**config.mk**
```make
export PLATFORM = sky130hd
export DESIGN_NAME = weight_dma_writer
export DESIGN_NICKNAME = d
export VERILOG_FILES = /design/src/rtl/weight_dma_writer.sv
export SDC_FILE = /design/constraint.sdc
export NUM_CORES = 1
export LEC_CHECK = 0
export ABC_CLOCK_PERIOD_IN_PS = 6470
export BUFFER_PORTS_ARGS = -buffer_cell sky130_fd_sc_hd__buf_2
export CORE_MARGIN = 10
export CORE_UTILIZATION = 39
export DETAILED_ROUTE_END_ITERATION = 12
export SLEW_MARGIN = 30
export SYNTH_ARGS = -nofsm -noshare
export SYNTH_HDL_FRONTEND = slang
export SYNTH_SLANG_ARGS = --single-unit
export TNS_END_PERCENT = 30
```
**constraint.sdc**
```tcl
create_clock -name clk -period 6.47 [get_ports clk]
set_input_delay 0.647 -clock clk [delete_from_list [all_inputs] [get_ports clk]]
set_output_delay 0.647 -clock clk [all_outputs]
set_load 0.03 [all_outputs]
```
**src/rtl/weight_dma_writer.sv**
```systemverilog
// DMA write master that turns a source beat stream into weight-buffer writes at base_addr+i.
// Optional running checksum of written beats is enabled with `define WDMA_CHECKSUM_EN.
module weight_dma_writer #(
   parameter int ADDR_W = 12,
   parameter int DATA_W = 32,
   parameter int LEN_W  = 13
) (
   input  logic              clk,
   input  logic              rstn,
   input  logic              start,
   input  logic [ADDR_W-1:0] base_addr,
   input  logic [LEN_W-1:0]  length,
   input  logic              abort,
   input  logic [DATA_W-1:0] s_data,
   input  logic              s_valid,
   output logic              s_ready,
   output logic [ADDR_W-1:0] w_addr,
   output logic [DATA_W-1:0] w_data,
   output logic              w_valid,
   output logic              w_last,
   input  logic              w_ready,
   output logic              busy,
   output logic              done
`ifdef WDMA_CHECKSUM_EN
   ,
   output logic [DATA_W-1:0] checksum
`endif
);

   typedef enum logic [1:0] {IDLE, XFER, DONE} state_t;

   state_t            state_q, state_d;
   logic [ADDR_W-1:0] base_q, base_d;
   logic [LEN_W-1:0]  len_q, len_d;
   logic [LEN_W-1:0]  in_cnt_q, in_cnt_d;
   logic [ADDR_W-1:0] w_addr_q, w_addr_d;
   logic [DATA_W-1:0] w_data_q, w_data_d;
   logic              w_valid_q, w_valid_d;
   logic              w_last_q, w_last_d;
   logic              s_ready_c;
   logic              accept;
   logic              w_fire;
`ifdef WDMA_CHECKSUM_EN
   logic [DATA_W-1:0] checksum_q, checksum_d;
`endif

   // NOTE: every signal written here gets its default first, so no path can infer a latch.
   always_comb begin
      state_d   = state_q;
      base_d    = base_q;
      len_d     = len_q;
      in_cnt_d  = in_cnt_q;
      w_addr_d  = w_addr_q;
      w_data_d  = w_data_q;
      w_valid_d = w_valid_q;
      w_last_d  = w_last_q;
`ifdef WDMA_CHECKSUM_EN
      checksum_d = checksum_q;
`endif
      // The output register may take a new beat when empty or when it drains this cycle.
      s_ready_c = (state_q == XFER) && (in_cnt_q < len_q) && (!w_valid_q || w_ready);
      accept    = s_valid && s_ready_c;
      w_fire    = w_valid_q && w_ready;

      if (abort) begin
         state_d   = IDLE;
         w_valid_d = 1'b0;
         w_last_d  = 1'b0;
      end else begin
         case (state_q)
            IDLE: begin
               if (start) begin
                  if (length != '0) begin
                     base_d   = base_addr;
                     len_d    = length;
                     in_cnt_d = '0;
                     state_d  = XFER;
`ifdef WDMA_CHECKSUM_EN
                     checksum_d = '0;
`endif
                  end else begin
                     state_d = DONE;
                  end
               end
            end
            XFER: begin
               if (w_fire && w_last_q) state_d = DONE;
            end
            DONE:    state_d = IDLE;
            default: state_d = IDLE;
         endcase

         if (w_fire) begin
            w_valid_d = 1'b0;
            w_last_d  = 1'b0;
`ifdef WDMA_CHECKSUM_EN
            checksum_d = checksum_q + w_data_q;
`endif
         end
         if (accept) begin
            w_addr_d  = base_q + ADDR_W'(in_cnt_q);
            w_data_d  = s_data;
            w_valid_d = 1'b1;
            w_last_d  = (in_cnt_q == len_q - LEN_W'(1));
            in_cnt_d  = in_cnt_q + LEN_W'(1);
         end
      end
   end

   // NOTE: state registers use non-blocking assignments so every flop samples pre-edge values.
   always_ff @(posedge clk or negedge rstn) begin
      if (!rstn) begin
         state_q   <= IDLE;
         base_q    <= '0;
         len_q     <= '0;
         in_cnt_q  <= '0;
         w_addr_q  <= '0;
         w_data_q  <= '0;
         w_valid_q <= 1'b0;
         w_last_q  <= 1'b0;
`ifdef WDMA_CHECKSUM_EN
         checksum_q <= '0;
`endif
      end else begin
         state_q   <= state_d;
         base_q    <= base_d;
         len_q     <= len_d;
         in_cnt_q  <= in_cnt_d;
         w_addr_q  <= w_addr_d;
         w_data_q  <= w_data_d;
         w_valid_q <= w_valid_d;
         w_last_q  <= w_last_d;
`ifdef WDMA_CHECKSUM_EN
         checksum_q <= checksum_d;
`endif
      end
   end

   assign s_ready = s_ready_c;
   assign w_addr  = w_addr_q;
   assign w_data  = w_data_q;
   assign w_valid = w_valid_q;
   assign w_last  = w_last_q;
   assign busy    = (state_q == XFER);
   assign done    = (state_q == DONE);
`ifdef WDMA_CHECKSUM_EN
   assign checksum = checksum_q;
`endif

endmodule

```
### Word-level counts from Yosys, hierarchy flattened

Cells that the tools add are included.
W data, S select, Z words.

* register bits: 86
* output and inout port bits: 49

* add/subtract/negate cells: 3
* $lt $le $gt $ge: 1
* eq/ne operators: 5
* mux-type cells: 14
* bitwise gates (word level): 1
* reductions and logical operators: 17

Operator list (number)
* $mux W13: 4
* $add A13 B1 Y13 const B: 1
* $eq A13 B13 Y1: 1
* $lt A13 B13 Y1: 1
* $reduce_bool A13 Y1: 1
* $sub A13 B1 Y13 const B: 1
* $add A12 B12 Y12: 1
* $mux W2: 4
* $reduce_and A4 Y1: 2
* $reduce_bool A2 Y1: 3
* $logic_and A1 B1 Y1: 5
* $mux W1: 5
* $pmux W2 S2: 1
* $reduce_and A2 Y1: 2
* $ne A3 B2 Y1 const B: 1
* $ne A3 B3 Y1 const B: 1
* $reduce_bool A3 Y1: 1
* $eq A2 B1 Y1 const B: 1
* $eq A2 B2 Y1 const B: 1
* $logic_not A2 Y1: 1
* $logic_not A1 Y1: 1
* $logic_or A1 B1 Y1: 1
* $not A1 Y1: 1

### Longest topological paths before layout

Gate-level depths: netlist of run 1.

* depth after elaboration: 6
* depth in mapped cells: 9
* depth with buffers taken out: 9

### Worst setup path after synthesis of run 1

OpenSTA, ideal clock, no wires.

* kind: register to output
* start point: register len_q[2]
* end point: output s_ready
* data arrival time: 2.109 ns
* required time: 5.823 ns
* setup slack: 3.714 ns
* cell stages (with the launch flop): 8
* buffers on the path: 0
* cells stage by stage: dfrtp_1 -> inv_1 -> ha_1 -> o21ai_0 -> a21oi_1 -> o41ai_1 -> a21oi_1 -> nor3_1

* word-level cells in the longest chain between the ends: 3

Ends and longest elaborated chain
* start, declared: line 34 `logic [LEN_W-1:0] len_q, len_d;`
* start signal, assigned: line 127 `len_q <= len_d;`
* $lt A13 B13 Y1: line 61 `s_ready_c = (state_q == XFER) && (in_cnt_q < len_q) && (!w_valid_q || w_ready);`
* $logic_and A1 B1 Y1 (2 in a row): line 61
* end, declared: line 16 `output logic s_ready,`

No other way between the ends.

### Worst setup path after layout of run 1

* start point: register in_cnt_q[2]
* end point: register w_data_q[14], in the netlist w_data[14]

* word-level cells in the longest chain between the ends: 5

Ends and longest elaborated chain
* start, declared: line 35 `logic [LEN_W-1:0] in_cnt_q, in_cnt_d;`
* start signal, assigned: line 128 `in_cnt_q <= in_cnt_d;`
* $lt A13 B13 Y1: line 61
* $logic_and A1 B1 Y1 (2 in a row): line 61
* $logic_and A1 B1 Y1: line 62 `accept = s_valid && s_ready_c;`
* $reduce_and A2 Y1 (no line)
* end signal, assigned: line 130 `w_data_q <= w_data_d;`
* end, declared: line 37 `logic [DATA_W-1:0] w_data_q, w_data_d;`

No other way between the ends.
A chain may end at the register's enable or synchronous reset.

==> flow_summary.json, run 1 <==
{
  "fmax_mhz": 312.2,
  "routedWlPerCell_um": 16.62,
  "relSlewSlack_pct": 36.75,
  "post_cts_resized": 0,
  "synth.most_common_cell": "dfrtp_1",
  "setup.worst_path.start": "in_cnt_q[2]",
  "io_pins": 112,
  "tritoncts": "done",
  "syn_to_final_growth_pct": 21.48,
  "layout-drive-gt1-share_pct": 33.45,
  "via_per_inst": 5.203,
  "post-dp-hpwl_um": 8923,
  "fin_nets": 647,
  "worstSetupPathType": "reg2reg",
  "arrival_ps": 3420,
  "std_cell_rows": 40,
  "clk_path_buf_depth": 2,
  "dieArea_um2": 16970,
  "fin_crit_sh_pct": 49.50,
  "drtAntennaViolNets": 0,
  "synth_top_area_share_pct": 45.38,
  "status": "finished clean",
  "clock_sink_count": 86,
  "diodes": 0,
  "syn_nets": 538,
  "synth.cell_area_um2": 4742,
  "gp_congestion": 0.7880,
  "synth-seq-cells": 86,
  "dr.first_iter.drc_count": 118,
  "synth.top_cells.by_area": "dfrtp_1 (45%), mux2_2 (12%), ha_1 (6.9%), nand2_1 (4.6%), xnor2_1 (3.9%)",
  "yosysTopAreaCell": "dfrtp_1",
  "grt_usage_pct": 14.35,
  "power_mw": 2.297,
  "grt_pass1_wl_um": 19420,
  "clk_pin_slew_worst_paths_ps": 60,
  "cts_hold_buffers": 0,
  "netlist_instances": 448,
  "r2r-start": "in_cnt_q[2]",
  "antenna_found_initial": 1,
  "ys_seq_area_share_pct": 45.38,
  "min_path_type": "in2async",
  "endpoint_kind": "flip-flop",
  "start_kind": "flip-flop",
  "finalSetupViolCount": 0,
  "fillers": 1112,
  "drc": 0,
  "synth_edf_count": 0,
  "final.setup.tns_ps": 0,
  "worst_slew_pin_slew_ps": 948.8,
  "worstPathMaxFanout": 26,
  "synth_commonest_cells": "dfrtp_1 (86), nand2_1 (58), mux2_2 (51), inv_1 (27), ha_1 (26)",
  "finalHoldViolations": 0,
  "die_w_um": 130.3,
  "cellPowerDensity_nw_per_um2": 398.8,
  "required_ps": 6690,
  "cap_viol_max_count": 0,
  "globalRouteOverflowTotal": 0,
  "clock_latency_ps": 340,
  "ys.flop_type": "dfrtp_1",
  "num_vias": 3689,
  "drt-total-wl_um": 11780,
  "grt_max_degree": 50,
  "synthDistinctLibCells": 51,
  "ys_async_sr_fraction_pct": 100.0,
  "post-cts-setup-buffer-count": 0,
  "die_y_um": 130.3,
  "finalCriticalPeriod_ps": 3203,
  "cts_inserted_buffers": 9,
  "avgSynthCellArea_um2": 10.58,
  "cts-htree-levels": 3,
  "first_pass_iters": 4,
  "fin_skew_ps": 8.644,
  "portBuffers": 111,
  "grt_setup_unrepaired": "no",
  "core_um2": 11960,
  "ys_warn_count": 0,
  "slew_violations": 0,
  "cts-root-buf": "clkbuf_16",
  "grt_pass1_vias": 3923,
  "peakVddDrop_mv": 0.2452,
  "floorplan.initialDensity_pct": 39.64,
  "power.leakage_nw": 2.777
}
[cells in the final DEF, fill, tap and decap left out, types with 3 or more instances in the layout]
| cell | synthesis | layout |
|---|---|---|
| mux2_2 | 51 | 51 |
| buf_2 | 2 | 110 |
| inv_1 | 27 | 27 |
| buf_4 | 4 | 3 |
| o21ai_0 | 16 | 16 |
| xor2_1 | 5 | 5 |
| nand2_1 | 58 | 58 |
| nor2b_1 | 6 | 6 |
| ha_1 | 26 | 26 |
| inv_6 | 0 | 4 |
| nor2_1 | 15 | 15 |
| o31ai_1 | 3 | 3 |
| mux2_1 | 3 | 3 |
| a21oi_1 | 12 | 12 |
| nor3_1 | 10 | 10 |
| a21o_1 | 3 | 3 |
| dfrtp_1 | 86 | 86 |
| xnor2_1 | 21 | 21 |
| mux2i_1 | 14 | 14 |
| nand2b_1 | 7 | 7 |
| nor4_1 | 13 | 13 |
| clkbuf_16 | 0 | 9 |
| nand4_1 | 6 | 6 |
| o41ai_1 | 3 | 3 |
| a211oi_1 | 4 | 4 |
| nand3_1 | 9 | 9 |
[flip-flops by register name, indices dropped and copies added (netlist names)]
register and flops:
w_addr 12, in_cnt_q 13, state_q 2, w_last 1, w_data 32, base_q 12, len_q 13, w_valid 1
[stage by stage]
step | instance area, µm² | worst slack (ps) | std cells | utilization [%] | hold WS [ps]
global placement | 5421 | 3115 | 692 | 45.32 | 462.0
CTS | 5761 | 3266 | 709 | 48.16 | 286.0
floorplan | 4742 | 3714 | 448 | - | 351.4
global route | 5761 | 3030 | 709 | 48.16 | 313.6
detailed placement | 5449 | 3298 | 693 | 45.55 | 473.6
finish | 5761 | 3267 | 709 | 48.16 | 276.4
[worst max-delay path, stage by stage, from the launching register on]
cell     delay, ps
dfrtp_1        570
ha_1           300
o21ai_0        150
a21oi_1         70
o41ai_1        400
a21oi_2        350
nor2_4         610
buf_16         250
mux2_2         350
[power by group]
| group | switching [mW] | internal [mW] | leakage [nW] |
|---|---|---|---|
| Sequential | 0.127 | 0.719 | 1.07 |
| Combinational | 0.571 | 0.343 | 1.56 |
| Clock | 0.222 | 0.315 | 0.151 |
| Total | 0.920 | 1.38 | 2.78 |
[final timing paths]
kind | end | slack, ps | cells past startpoint
min | len_q[2] | 280 | 1
max | w_data[14] | 3270 | 8
max reg2reg | w_data[14] | 3270 | 8
min reg2reg | base_q[10] | 480 | 2
max in group asynchronous | base_q[7] | 5200 | 2
min in group clk | base_q[10] | 480 | 2
[metal layers]
metal / part of all wire (%) / vias up / wire length (µm) / global-route usage, %
met5: 0.17 / - / 20 / 0
met4: 1.2 / 2 / 140 / 4.365
met3: 9.7 / 14 / 1141 / 6.815
met2: 45 / 106 / 5350 / 22.41
met1: 44 / 1759 / 5130 / 17.16
li1: - / 1808 / - / -
[logic make-up (layout without fill, tap and decap cells)]
kind of cell / after synthesis / count (layout) / synth area share (%)
simple gates: 139 / 139 / 14.51
flops: 86 / 86 / 45.38
mux: 68 / 68 / 15.78
compound gates: 59 / 59 / 8.470
buf+inv: 43 / 157 / 3.773
fa+ha+maj: 27 / 27 / 7.282
xor+xnor: 26 / 26 / 4.802
[final cells by class]
| cell class | count | area (µm²) | share of cell area, % |
|---|---|---|---|
| Multi-Input combinational cell | 319 | 2411 | 41.85 |
| Sequential cell | 86 | 2152 | 37.36 |
| Timing Repair Buffer | 114 | 600.6 | 10.43 |
| Clock buffer | 10 | 239.0 | 4.149 |
| Tap cell | 147 | 183.9 | 3.193 |
| Inverter | 27 | 101.3 | 1.759 |
| Clock inverter | 6 | 72.57 | 1.260 |
No activity file was read; power rests on OpenSTA's default activity.
==> run 2: changes to the inputs <==
--- a/config.mk
+++ b/config.mk
@@ -5,7 +5,7 @@
 export SDC_FILE = /design/constraint.sdc
 export NUM_CORES = 1
 export LEC_CHECK = 0
-export ABC_CLOCK_PERIOD_IN_PS = 6470
+export ABC_CLOCK_PERIOD_IN_PS = 2900
 export BUFFER_PORTS_ARGS = -buffer_cell sky130_fd_sc_hd__buf_2
 export CORE_MARGIN = 10
 export CORE_UTILIZATION = 39
==> constraint.sdc (replaced) <==
create_clock -name clk -period 2.9 [get_ports clk]
set_input_delay 0.29 -clock clk [delete_from_list [all_inputs] [get_ports clk]]
set_output_delay 0.29 -clock clk [all_outputs]
set_load 0.03 [all_outputs]
==> run 2 against run 1 <==
Register-to-register slack got worse by 2900 ps. Largest power group unchanged. Highest routed layer is now met4. Combinational power rose by 130%. Wire length rose by 3.6%. Die area did not move.
==> flow_summary.json, run 2 (same netlist as run 1, synthesis figures left out) <==
{
  "status": "finished clean",
  "finalSetupViolCount": 0,
  "std_cell_rows": 40,
  "largest_register_ffs": 32,
  "grt_pass1_vias": 4077,
  "r2r-end": "w_data[20]",
  "cellPowerDensity_nw_per_um2": 882.5,
  "grt_pass1_wl_um": 20040,
  "core_um2": 11960,
  "globalRouteOverflowTotal": 0,
  "clock_latency_ps": 340,
  "floorplan.initialDensity_pct": 39.64,
  "cp_top_family": "compound AO/OA/AOI/OAI gates",
  "gp_congestion": 0.8061,
  "endpoint_kind": "output port",
  "tritoncts": "done",
  "dpl_cell_area_um2": 5517,
  "final_common_cell": "buf_2",
  "drc": 0,
  "syn_to_final_growth_pct": 23.19,
  "io_pins": 112,
  "worstSetupPathType": "reg2out",
  "clk_path_buf_depth": 2,
  "grt-busiest-layer": "met2",
  "dieArea_um2": 16970,
  "dr.first_iter.drc_count": 162,
  "fmax_mhz": 380.2,
  "fin_crit_sh_pct": 90.71,
  "cts-root-buf": "clkbuf_16",
  "final_cells": 719,
  "final_area_um2": 5842,
  "cp_slowest_stage_delay_ps": 410,
  "antenna_found_initial": 0,
  "fin_hold_ws_ps": 10.83,
  "rrSetupSlack_ps": 330,
  "finalCriticalPeriod_ps": 2631,
  "worst_slew_pin_slew_ps": 693.0,
  "use_met1_pct": 17.61,
  "clock_sink_count": 86,
  "cts-htree-levels": 3,
  "diodes": 0,
  "grt_max_degree": 55,
  "dp_cells": 703,
  "power.leakage_nw": 2.833,
  "cts_hold_buffers": 0,
  "grt_use_met2_pct": 23.67,
  "reg2reg_depth": 9,
  "grt_usage_pct": 14.84,
  "drtAntennaViolNets": 0,
  "post-dp-hpwl_um": 9316,
  "final_core_util_pct": 48.84,
  "cp_num_buf_inv": 2,
  "routedWlPerCell_um": 16.98,
  "portBuffers": 111,
  "relSlewSlack_pct": 53.80,
  "via_per_inst": 5.296,
  "min_path_type": "in2async",
  "drt-total-wl_um": 12210,
  "die_y_um": 130.3,
  "worstPathCellList": "inv_1 -> ha_1 -> o21ai_0 -> a21oi_1 -> o41ai_2 -> a21oi_1 -> nor3_1 -> buf_2",
  "arrival_ps": 2340,
  "worstPathMaxFanout": 5,
  "slew_violations": 0,
  "r2r-start": "len_q[10]",
  "crit_slowest_cell": "dfrtp_1",
  "clk_pin_slew_worst_paths_ps": 60,
  "mostFrequentLayoutCells": "buf_2 (110), dfrtp_1 (86), nand2_1 (58), mux2_2 (51), inv_1 (27)",
  "peakVddDrop_mv": 0.5232,
  "worst-path-stages": 8,
  "first_pass_iters": 4,
  "fin_nets": 657,
  "post-cts-setup-buffer-count": 0,
  "layout-drive-gt1-share_pct": 34.79,
  "required_ps": 2610,
  "num_vias": 3808,
  "finalHoldViolations": 0,
  "fin_skew_ps": 8.350,
  "die_w_um": 130.3,
  "final.setup.tns_ps": 0,
  "crit_path_frequent_cell": "a21oi_1",
  "use_met3_pct": 5.923,
  "cts_inserted_buffers": 9,
  "start_kind": "flip-flop",
  "post_cts_resized": 0,
  "cap_viol_max_count": 0
}
[run 2: layout make-up]
type	count	area, µm²
Sequential cell	86	2152
Clock buffer	11	252.7
Tap cell	147	183.9
Multi-Input combinational cell	319	2419
Timing Repair Buffer	124	668.1
Clock inverter	5	65.06
Inverter	27	101.3
Fill cell	1115	6120
[run 2: layer usage]
metal / routed length, µm / vias up
met4: 210 / 0
met3: 1179 / 16
li1: - / 1826
met5: 0 / -
met1: 5090 / 1842
met2: 5730 / 124
[run 2: report_power, final]
| group | switching, mW | internal (mW) |
|---|---|---|
| Combinational | 1.29 | 0.778 |
| Sequential | 0.276 | 1.60 |
| Clock | 0.484 | 0.722 |
[run 2: worst max path at each step]
stage	end	startpoint
after floorplan	s_ready	len_q[2]
after global placement	w_data[19]	len_q[2]
after detailed placement	w_data[20]	len_q[2]
after CTS	s_ready	len_q[2]
after global routing	s_ready	len_q[2]
final	s_ready	len_q[2]
[run 2: per-stage QoR]
step	total power, mW	worst slack [ps]
after CTS	5.227	146.6
final	5.155	269.5
after global placement	3.935	354.0
after floorplan	3.303	500.8
after detailed placement	3.985	274.1
after global routing	5.495	-6.626
==> run 3: changes to the inputs <==
--- a/config.mk
+++ b/config.mk
@@ -7,9 +7,14 @@
 export LEC_CHECK = 0
 export ABC_CLOCK_PERIOD_IN_PS = 2900
 export BUFFER_PORTS_ARGS = -buffer_cell sky130_fd_sc_hd__buf_2
+export CELL_PAD_IN_SITES_DETAIL_PLACEMENT = 1
+export CELL_PAD_IN_SITES_GLOBAL_PLACEMENT = 2
 export CORE_MARGIN = 10
-export CORE_UTILIZATION = 39
+export CORE_UTILIZATION = 31
+export CTS_CLUSTER_DIAMETER = 50
 export DETAILED_ROUTE_END_ITERATION = 12
+export PLACE_DENSITY_LB_ADDON = 0.1
+export SETUP_SLACK_MARGIN = 0.4
 export SLEW_MARGIN = 30
 export SYNTH_ARGS = -nofsm -noshare
 export SYNTH_HDL_FRONTEND = slang
==> run 3 against run 2 <==
The flow now finishes with violations (negative hold slack). First-iteration DRC count shrank 25%. Worst hold slack lost 17 ps. Die area grew 22%. Critical path depth grew 2. Wire length grew 20%. Fmax grew 9.1%. Core utilization shrank 7.8 points. Power grew 3.1%. Clock skew is essentially flat. Sequential power is essentially flat.
==> flow_summary.json, run 3 (same netlist as run 1, synthesis figures left out) <==
{
  "grt_setup_unrepaired": "no",
  "drt-total-wl_um": 14700,
  "grt_max_degree": 53,
  "final_common_cell": "buf_2",
  "fin_hold_ws_ps": -5.708,
  "r2r-start": "len_q[7]",
  "fin_skew_ps": 8.446,
  "cap_viol_max_count": 0,
  "cts_inserted_buffers": 9,
  "post-dp-hpwl_um": 10490,
  "start_kind": "flip-flop",
  "worst_slew_pin_slew_ps": 709.7,
  "min_path_type": "in2async",
  "cts_hold_buffers": 0,
  "final_core_util_pct": 41.06,
  "final.setup.tns_ps": 0,
  "std_cell_rows": 45,
  "drc": 0,
  "endpoint_kind": "flip-flop",
  "clock_latency_ps": 350,
  "required_ps": 3130,
  "largest_register_ffs": 32,
  "power_mw": 5.317,
  "cellPowerDensity_nw_per_um2": 858.2,
  "via_per_inst": 4.935,
  "fin_crit_sh_pct": 83.12,
  "diodes": 0,
  "die_y_um": 143.7,
  "floorplan.initialDensity_pct": 31.43,
  "cts-htree-levels": 3,
  "peakVddDrop_mv": 0.4500,
  "worstPathMaxFanout": 11,
  "finalSetupViolCount": 0,
  "die_w_um": 143.7,
  "fin_nets": 677,
  "num_vias": 3849,
  "core_um2": 15090,
  "power.leakage_nw": 2.952,
  "portBuffers": 111,
  "grt_pass1_wl_um": 22180,
  "relSlewSlack_pct": 52.69,
  "drtAntennaViolNets": 0,
  "tritoncts": "done",
  "globalRouteOverflowTotal": 0,
  "clk_pin_slew_worst_paths_ps": 70,
  "routedWlPerCell_um": 18.85,
  "worstSetupPathType": "reg2reg",
  "arrival_ps": 2650,
  "setup.worst_path.start": "len_q[7]",
  "mostFrequentLayoutCells": "buf_2 (109), dfrtp_1 (80), nand2_1 (58), mux2_2 (51), buf_4 (27)",
  "finalCriticalPeriod_ps": 2410,
  "grt_pass1_vias": 4150,
  "grt_usage_pct": 13.77,
  "syn_to_final_growth_pct": 30.66,
  "layout-drive-gt1-share_pct": 39.70,
  "finalHoldViolations": 12,
  "gp_congestion": 0.7576,
  "slew_violations": 0,
  "cts-root-buf": "clkbuf_16",
  "clock_sink_count": 86,
  "first_pass_iters": 5,
  "fmax_mhz": 414.9,
  "status": "complete, but fails checks",
  "clk_path_buf_depth": 2,
  "violations": "negative hold slack",
  "antenna_found_initial": 0,
  "dr.first_iter.drc_count": 122,
  "io_pins": 112,
  "dieArea_um2": 20640
}
==> run 3: cell count changes in the layout (fill, tap and decap cells not counted), moves of 3 or more <==
cell,change
buf_4,+14
clkbuf_16,+3
dfrtp_1,-6
dfrtp_2,+6
==> run 3: stage by stage <==
stage | hold slack (ps) | instances | worst slack (ps) | cell area (µm²)
2_1_floorplan | -5.591 | 448 | 500.8 | 4742
3_3_place_gp | 394.1 | 748 | 434.5 | 5610
3_5_place_dp | 399.5 | 748 | 386.0 | 5610
4_1_cts | 18.42 | 769 | 393.3 | 5979
5_1_grt | 58.76 | 780 | 395.9 | 6196
6_report | -5.708 | 780 | 489.6 | 6196
==> run 3: power by group <==
| group | switching, mW | leakage, nW | internal, mW | total (mW) |
|---|---|---|---|---|
| registers | 0.245 | 1.06 | 1.61 | 1.85 |
| clock network | 0.526 | 0.149 | 0.698 | 1.22 |
| logic | 1.37 | 1.74 | 0.873 | 2.24 |
==> run 3: path summary, 6_finish.rpt <==
| path | end | slack [ps] | depth (start not counted) |
|---|---|---|---|
| setup / recovery | w_data[20] | 490 | 10 |
| min in group clk | base_q[7] | 130 | 3 |
| hold reg to reg | w_data[24] | 490 | 1 |
| hold / removal | w_data[14] | -6 | 1 |
| max in group asynchronous | w_data[25] | 2160 | 2 |
| setup reg to reg | w_data[20] | 490 | 10 |
==> run 3: layer usage <==
| metal | share of wire [%] | GRT usage, % | vias up | wire (µm) |
|---|---|---|---|---|
| met5 | 0 | 0 | - | 0 |
| met4 | 1.4 | 5.105 | 0 | 212 |
| met3 | 4.6 | 3.333 | 15 | 670 |
| met2 | 50 | 22.43 | 67 | 7299 |
| met1 | 44 | 17.27 | 1912 | 6521 |
| li1 | - | - | 1855 | - |
==> run 3: repair_timing <==
action / CTS / global route
cloned: 0 / 5
resized for setup: 8 / 14
buffers inserted: 5 / 6
setup endpoints to repair: 3 / 57
endpoints found under the hold margin: 0 / 0
pin swaps: 3 / 3
==> run 3: area by class of cell <==
type | count | area [µm²]
clock buffers | 10 | 239.0
flip-flops and latches | 86 | 2160
clock inverters | 6 | 68.82
multi-input cells | 319 | 2486
fillers | 1734 | 8894
repair buffers | 144 | 905.9
well taps | 188 | 235.2
inverters | 27 | 101.3
==> run 3: worst max-delay path, cell delays in order (launching register included) <==
cell and delay (ps):
dfrtp_1 420, inv_2 100, ha_4 200, a21o_1 190
a211o_1 310, nor3_2 180, a21oi_4 100, nor2_4 130
buf_12 150, clkbuf_16 170, mux2_2 340
